==> src/rtl/pulse_train_gen_pkg.sv <==
// Shared types and constants for the pulse train generator and its divider.
package pulse_pkg;

   typedef enum logic {
      ST_IDLE = 1'b0,
      ST_RUN  = 1'b1
   } state_e;

   localparam int CNT_W_DEF   = 28;
   localparam int BURST_W_DEF = 4;
   localparam int SEC_50MHZ   = 50_000_000;

endpackage

==> src/rtl/pulse_train_gen_if.sv <==
// Control/status bundle between the timing controller (master) and the pulse train generator (slave).
interface pulse_train_gen_if
   import pulse_pkg::*;
#(
   parameter int CNT_W   = CNT_W_DEF,
   parameter int BURST_W = BURST_W_DEF
);
   // start/stop are one-cycle requests sampled on posedge clk: start is taken only in IDLE,
   // stop only in RUN, and stop beats start when both land in RUN; no ready is returned.
   logic               enable;
   logic               start;
   logic               stop;
   logic [CNT_W-1:0]   period;
   logic [BURST_W-1:0] burst_len;
   logic               busy;
   logic               out_pulse;
   logic               done;
   logic [BURST_W-1:0] pulses_left;
   state_e             state_dbg;

   modport master (
      output enable, start, stop, period, burst_len,
      input  busy, out_pulse, done, pulses_left, state_dbg
   );

   modport slave (
      input  enable, start, stop, period, burst_len,
      output busy, out_pulse, done, pulses_left, state_dbg
   );
endinterface

==> src/rtl/pulse_train_gen_rate_divider.sv <==
// Reloading down-counter: counts enabled ticks and flags when the current period has elapsed.
module rate_divider
   import pulse_pkg::*;
#(
   parameter int CNT_W = CNT_W_DEF
) (
   input  logic             clk,
   input  logic             reset,
   input  logic             load,
   input  logic [CNT_W-1:0] load_val,
   input  logic             tick_en,
   output logic             zero
);

   logic [CNT_W-1:0] cnt_q;
   logic [CNT_W-1:0] cnt_d;

   // load_val doubles as the reload value when the count wraps at zero.
   always_comb begin
      cnt_d = cnt_q;
      if (load) begin
         cnt_d = load_val;
      end else if (tick_en) begin
         if (cnt_q == '0) begin
            cnt_d = load_val;
         end else begin
            cnt_d = cnt_q - CNT_W'(1);
         end
      end
   end

   always_ff @(posedge clk) begin
      if (reset) begin
         cnt_q <= '0;
      end else begin
         cnt_q <= cnt_d;
      end
   end

   assign zero = (cnt_q == '0);

endmodule

==> src/rtl/pulse_train_gen.sv <==
// Pulse train generator: emits single-cycle pulses every per_q enabled clocks, continuously or as a burst.
module pulse_train_gen
   import pulse_pkg::*;
#(
   parameter int CNT_W   = CNT_W_DEF,
   parameter int BURST_W = BURST_W_DEF
) (
   input  logic              clk,
   input  logic              reset,
   pulse_train_gen_if.slave  bus
);

   state_e             state_q, state_d;
   logic [CNT_W-1:0]   per_q, per_d;
   logic [BURST_W-1:0] left_q, left_d;
   logic               cont_q, cont_d;
   logic               fin_q, fin_d;
   logic               busy_q, busy_d;
   logic               pulse_q, pulse_d;
   logic               done_q, done_d;

   logic               accept;
   logic               abort;
   logic               fire;
   logic               last;
   logic [CNT_W-1:0]   start_per;
   logic               dv_load;
   logic [CNT_W-1:0]   dv_load_val;
   logic               dv_tick;
   logic               dv_zero;

   rate_divider #(
      .CNT_W (CNT_W)
   ) u_div (
      .clk      (clk),
      .reset    (reset),
      .load     (dv_load),
      .load_val (dv_load_val),
      .tick_en  (dv_tick),
      .zero     (dv_zero)
   );

   always_comb begin
      start_per = (bus.period == '0) ? CNT_W'(1) : bus.period;
      accept    = (state_q == ST_IDLE) && bus.start;
      abort     = (state_q == ST_RUN) && bus.stop;
      dv_tick   = (state_q == ST_RUN) && bus.enable && !bus.stop;
      fire      = dv_tick && dv_zero;
      last      = fire && !cont_q && (left_q == BURST_W'(1));

      // Stop clears the divider so a later start always begins from a clean count.
      dv_load   = accept || abort;
      if (accept) begin
         dv_load_val = start_per - CNT_W'(1);
      end else if (abort) begin
         dv_load_val = '0;
      end else begin
         dv_load_val = per_q - CNT_W'(1);
      end
   end

   always_comb begin
      state_d = state_q;
      per_d   = per_q;
      left_d  = left_q;
      cont_d  = cont_q;
      fin_d   = 1'b0;
      pulse_d = fire;
      done_d  = fin_q;

      case (state_q)
         ST_IDLE: begin
            if (accept) begin
               state_d = ST_RUN;
               per_d   = start_per;
               left_d  = bus.burst_len;
               cont_d  = (bus.burst_len == '0);
            end
         end
         ST_RUN: begin
            if (abort) begin
               state_d = ST_IDLE;
               left_d  = '0;
            end else if (fire && !cont_q) begin
               left_d = left_q - BURST_W'(1);
               if (last) begin
                  state_d = ST_IDLE;
                  fin_d   = 1'b1;
               end
            end
         end
         default: state_d = ST_IDLE;
      endcase

      // busy covers the final pulse cycle and falls together with done.
      busy_d = (state_d == ST_RUN) || last;
   end

   always_ff @(posedge clk) begin
      if (reset) begin
         state_q <= ST_IDLE;
         per_q   <= '0;
         left_q  <= '0;
         cont_q  <= 1'b0;
         fin_q   <= 1'b0;
         busy_q  <= 1'b0;
         pulse_q <= 1'b0;
         done_q  <= 1'b0;
      end else begin
         state_q <= state_d;
         per_q   <= per_d;
         left_q  <= left_d;
         cont_q  <= cont_d;
         fin_q   <= fin_d;
         busy_q  <= busy_d;
         pulse_q <= pulse_d;
         done_q  <= done_d;
      end
   end

   assign bus.busy        = busy_q;
   assign bus.out_pulse   = pulse_q;
   assign bus.done        = done_q;
   assign bus.pulses_left = left_q;
   assign bus.state_dbg   = state_q;

endmodule

==> src/flat_wrapper.sv <==
// flat-port wrapper written by rule: the top's interface ports become plain ports
module pulse_train_gen_flat import pulse_pkg::*;
#(
   parameter int CNT_W   = CNT_W_DEF,
   parameter int BURST_W = BURST_W_DEF
)
  (clk, reset, bus_enable, bus_start, bus_stop, bus_period, bus_burst_len, bus_busy, bus_out_pulse, bus_done, bus_pulses_left, bus_state_dbg);
  pulse_train_gen_if #(.CNT_W(CNT_W), .BURST_W(BURST_W)) bus_i ();
  input  logic clk;
  input  logic reset;
  input wire logic [$bits(bus_i.enable)-1:0] bus_enable;
  input wire logic [$bits(bus_i.start)-1:0] bus_start;
  input wire logic [$bits(bus_i.stop)-1:0] bus_stop;
  input wire logic [$bits(bus_i.period)-1:0] bus_period;
  input wire logic [$bits(bus_i.burst_len)-1:0] bus_burst_len;
  output wire logic [$bits(bus_i.busy)-1:0] bus_busy;
  output wire logic [$bits(bus_i.out_pulse)-1:0] bus_out_pulse;
  output wire logic [$bits(bus_i.done)-1:0] bus_done;
  output wire logic [$bits(bus_i.pulses_left)-1:0] bus_pulses_left;
  output wire logic [$bits(bus_i.state_dbg)-1:0] bus_state_dbg;
  assign bus_i.enable = bus_enable;
  assign bus_i.start = bus_start;
  assign bus_i.stop = bus_stop;
  assign bus_i.period = bus_period;
  assign bus_i.burst_len = bus_burst_len;
  assign bus_busy = bus_i.busy;
  assign bus_out_pulse = bus_i.out_pulse;
  assign bus_done = bus_i.done;
  assign bus_pulses_left = bus_i.pulses_left;
  assign bus_state_dbg = bus_i.state_dbg;
  pulse_train_gen #(.CNT_W(CNT_W), .BURST_W(BURST_W)) u_core (.clk(clk), .reset(reset), .bus(bus_i));
endmodule
==> config.mk <==
export PLATFORM = sky130hd
export DESIGN_NAME = pulse_train_gen_flat
export DESIGN_NICKNAME = d
export VERILOG_FILES = /design/src/rtl/pulse_train_gen_pkg.sv /design/src/rtl/pulse_train_gen_if.sv /design/src/rtl/pulse_train_gen_rate_divider.sv /design/src/rtl/pulse_train_gen.sv /design/src/flat_wrapper.sv
export SDC_FILE = /design/constraint.sdc
export NUM_CORES = 1
export LEC_CHECK = 0
export CELL_PAD_IN_SITES_DETAIL_PLACEMENT = 1
export CELL_PAD_IN_SITES_GLOBAL_PLACEMENT = 1
export CORE_MARGIN = 1
export CORE_UTILIZATION = 30
export CTS_CLUSTER_DIAMETER = 150
export DETAILED_ROUTE_END_ITERATION = 10
export GPL_TIMING_DRIVEN = 0
export PLACE_DENSITY = 0.66
export SKIP_CTS_REPAIR_TIMING = 1
export SYNTH_ARGS = -nofsm -noshare
export SYNTH_HDL_FRONTEND = slang
export SYNTH_HIERARCHICAL = 1
export SYNTH_SLANG_ARGS = --single-unit
==> constraint.sdc <==
create_clock -name clk -period 3.64 [get_ports clk]
set_input_delay 0.546 -clock clk [delete_from_list [all_inputs] [get_ports clk]]
set_output_delay 0.546 -clock clk [all_outputs]
set_load 0.01 [all_outputs]
==> flow_metrics.py <==
metrics = {
    "status": {
        "outcome": "complete, no violations",
    },
    "sta": {
        "grt_setup_unrepaired": "no",
        "fmax_ghz": 0.284,
        "setup_slack_ns": 0.117,
        "finalCriticalPeriod_ns": 3.52,
        "finalHoldViolations": 0,
        "drv_slew": 0,
        "finalSetupViolCount": 0,
        "period_share": 0.968,
        "finalClockSkew_ns": 0.00533,
        "slew_headroom": 0.493,
        "tightest_slew_ns": 0.756,
        "whs_ns": 0.461,
    },
    "logic_synthesis": {
        "async_flop_share": 0,
        "synthMuxAreaShare": 0.0290,
        "syn_area_sq_um": 4700,
        "synthDistinctLibCells": 75,
        "syn_avg_cell_area_sq_um": 7.65,
        "synth_top_family_by_area": "simple AND/OR/NAND/NOR gates",
        "syn_inst": 614,
        "synthAdderAreaFrac": 0.0160,
        "synthSimpleGateAreaFrac": 0.318,
        "ys_ff_latch": 66,
        "yosysWarnings": 6,
        "synth_compound_area_frac": 0.231,
        "synth_flop_cell": "dfxtp_1",
        "synth_nets": 657,
        "synthXorXnorAreaFrac": 0.0783,
        "synth_edf_count": 0,
        "yosysSeqAreaShare": 0.281,
    },
    "placed_design": {
        "dpl.hpwl_microns": 13900,
        "pre_cts_ws_ns": -0.557,
        "gp_congestion": 0.894,
        "io_buffers": 43,
    },
    "cts": {
        "clock_latency_ns": 0.34,
        "cts-htree-levels": 3,
        "path_clk_slew_ns": 0.06,
        "cts_tree": "done",
        "cts.sinks": 66,
        "cts_root_buffer": "clkbuf_16",
        "cts_buffers": 9,
        "clock_path_buffers": 2,
    },
    "worst_setup_path": {
        "path_delay_family": "simple AND/OR/NAND/NOR gates",
        "end_kind": "flip-flop",
        "worstPathCellList": "clkdlybuf4s50_1, or4_4, nor2_4, and4_1, nor2_1, ha_1, nand2_4, or4_1, xor2_1, o22ai_1, and3_1, a311o_1",
        "path_class": "in2reg",
        "cp_slowest_cell": "or4_4",
        "crit_path_max_fanout": 10,
        "crit_path_max_incr_delay_ns": 0.64,
        "cp.required_ns": 3.87,
        "reg2reg_to": "u_core/bus.pulses_left[0]",
        "worstPathArrival_ns": 3.75,
        "ff2ff_setup_slack_ns": 0.46,
        "reg2reg_from": "u_core/u_div/cnt_q[20]",
        "worst_r2r_path_depth": 8,
        "critPathLaunchType": "input port",
        "crit_buf_inv": 1,
    },
    "power_and_ir_drop": {
        "power_density_nw_per_um2": 421,
        "p_sw_uw": 860,
        "switching_share": 0.362,
        "p_comb_frac": 0.318,
        "p_leak_uw": 0.00187,
        "ir_drop_v": 0.000169,
        "seqPwrFrac": 0.359,
        "p_int_uw": 1520,
        "power.share.clock": 0.323,
    },
    "worst_hold_path": {
        "min_to": "u_core/bus.done",
        "hp-class": "reg2reg",
        "hp-start": "u_core/done_d",
        "min_path_cells": 1,
    },
    "floorplan": {
        "ios": 45,
        "die_w_microns": 127,
        "fp.dieArea_sq_um": 16200,
        "initial_core_util": 0.308,
        "rows": 45,
        "dieHeight_microns": 127,
        "core_area_sq_um": 15300,
    },
    "global_route": {
        "grt_overflow": 0,
        "antenna_found_initial": 0,
        "grt_usage": 0.234,
        "grt_pass1_wl_microns": 29000,
        "grt_pass1_vias": 5237,
        "grt_max_degree": 15,
    },
    "cells_and_area": {
        "nets": 710,
        "area_delta_synth_final_pct": 20.3,
        "layout_commonest_cell": "nand2_1",
        "antenna_cells": 0,
        "drive_gt1_frac": 0.0762,
        "final_util": 0.370,
        "final_cell_mix": "84 x nand2_1, 66 x dfxtp_1, 51 x nor2_1, 43 x clkdlybuf4s50_1, 39 x a21oi_1",
    },
    "route": {
        "wl_microns": 18100,
        "drc": 0,
        "ant_nets": 0,
        "first_iter_violations": 271,
        "wl_per_cell_microns": 20.6,
        "first_pass_iters": 5,
        "vias": 4993,
        "vias_per_cell": 5.67,
    },
    "job": {
        "drv_cap": 0,
    },
}
worst max-delay path by stage:
stage / start / endpoint / slack [ns] / cells past startpoint
after global placement: bus_period[20] / u_core/u_div/cnt_q[12] / -0.51 / 12
after CTS: bus_period[20] / u_core/u_div/cnt_q[12] / -0.20 / 12
after floorplan: bus_period[20] / u_core/u_div/cnt_q[12] / 0.50 / 11
after global routing: bus_period[13] / u_core/u_div/cnt_q[12] / 0.02 / 12
final: bus_period[13] / u_core/u_div/cnt_q[12] / 0.12 / 12
after detailed placement: bus_period[20] / u_core/u_div/cnt_q[12] / -0.56 / 12
cell usage after synthesis, types with 9 or more instances:
| cell type | instances | area share |
|---|---|---|
| xnor2_1 | 33 | 0.062 |
| nand2_1 | 85 | 0.068 |
| nor4_1 | 19 | 0.025 |
| nand3_1 | 10 | 0.011 |
| a21oi_1 | 39 | 0.042 |
| a211oi_1 | 9 | 0.014 |
| dfxtp_1 | 66 | 0.28 |
| a31oi_1 | 9 | 0.012 |
| inv_1 | 18 | 0.014 |
| o22ai_1 | 19 | 0.025 |
| xor2_1 | 9 | 0.017 |
| or3_1 | 12 | 0.016 |
| or4_1 | 12 | 0.019 |
| nor3_1 | 31 | 0.033 |
| nor2_1 | 51 | 0.041 |
| o21ai_0 | 22 | 0.023 |
| clkbuf_1 | 25 | 0.020 |
layout make-up:
cell class / instances / area (sq um)
inverter: 20 / 75.1
buffer: 31 / 139
timing repair buffer: 43 / 430
clock inverter: 1 / 5.00
multi-input combinational: 496 / 3180
fill: 1893 / 9610
sequential: 66 / 1320
tap: 211 / 264
clock buffer: 12 / 236
registers in the layout, summed over array words and instances (netlist names):
name,count
u_core/cont_q,1
u_core/done_d,1
u_core/bus.busy,1
u_core/bus.out_pulse,1
u_core/bus.pulses_left,4
u_core/per_q,28
u_core/u_div/cnt_q,28
u_core/bus.state_dbg,1
u_core/bus.done,1
routing by layer:
layer,vias up,GRT usage,share of wire
met5,-,0,0
met4,0,0.0917,0.022
met3,31,0.0327,0.034
met2,109,0.418,0.50
met1,2471,0.283,0.45
li1,2382,-,-
power by group through the flow:
stage | combinational, uW | clock, uW | sequential (uW)
after detailed placement | 740 | 0 | 867
final | 757 | 767 | 854
after floorplan | 486 | 0 | 851
after CTS | 746 | 785 | 852
after global placement | 722 | 0 | 863
after global routing | 819 | 815 | 863
logic make-up (layout without fill, tap and decap cells):
group,after synthesis,after routing
XOR/XNOR,42,42
AO/OA/AOI/OAI,161,161
flip-flops,66,66
adder cells (fa/ha/maj),6,6
buffers and inverters,52,107
multiplexers,13,13
AND/OR/NAND/NOR,274,274
through the flow:
step                      area, sq um  instances  total power [uW]  setup TNS (ns)
after CTS                        5630        881              2380          -0.491
after global placement           5390        868              1590           -4.53
after global routing             5650        880              2500               0
after detailed placement         5390        868              1610           -5.08
after floorplan                  4700        614              1340               0
final                            5650        880              2380               0
Note: power is estimated with default switching activity, not from simulation.
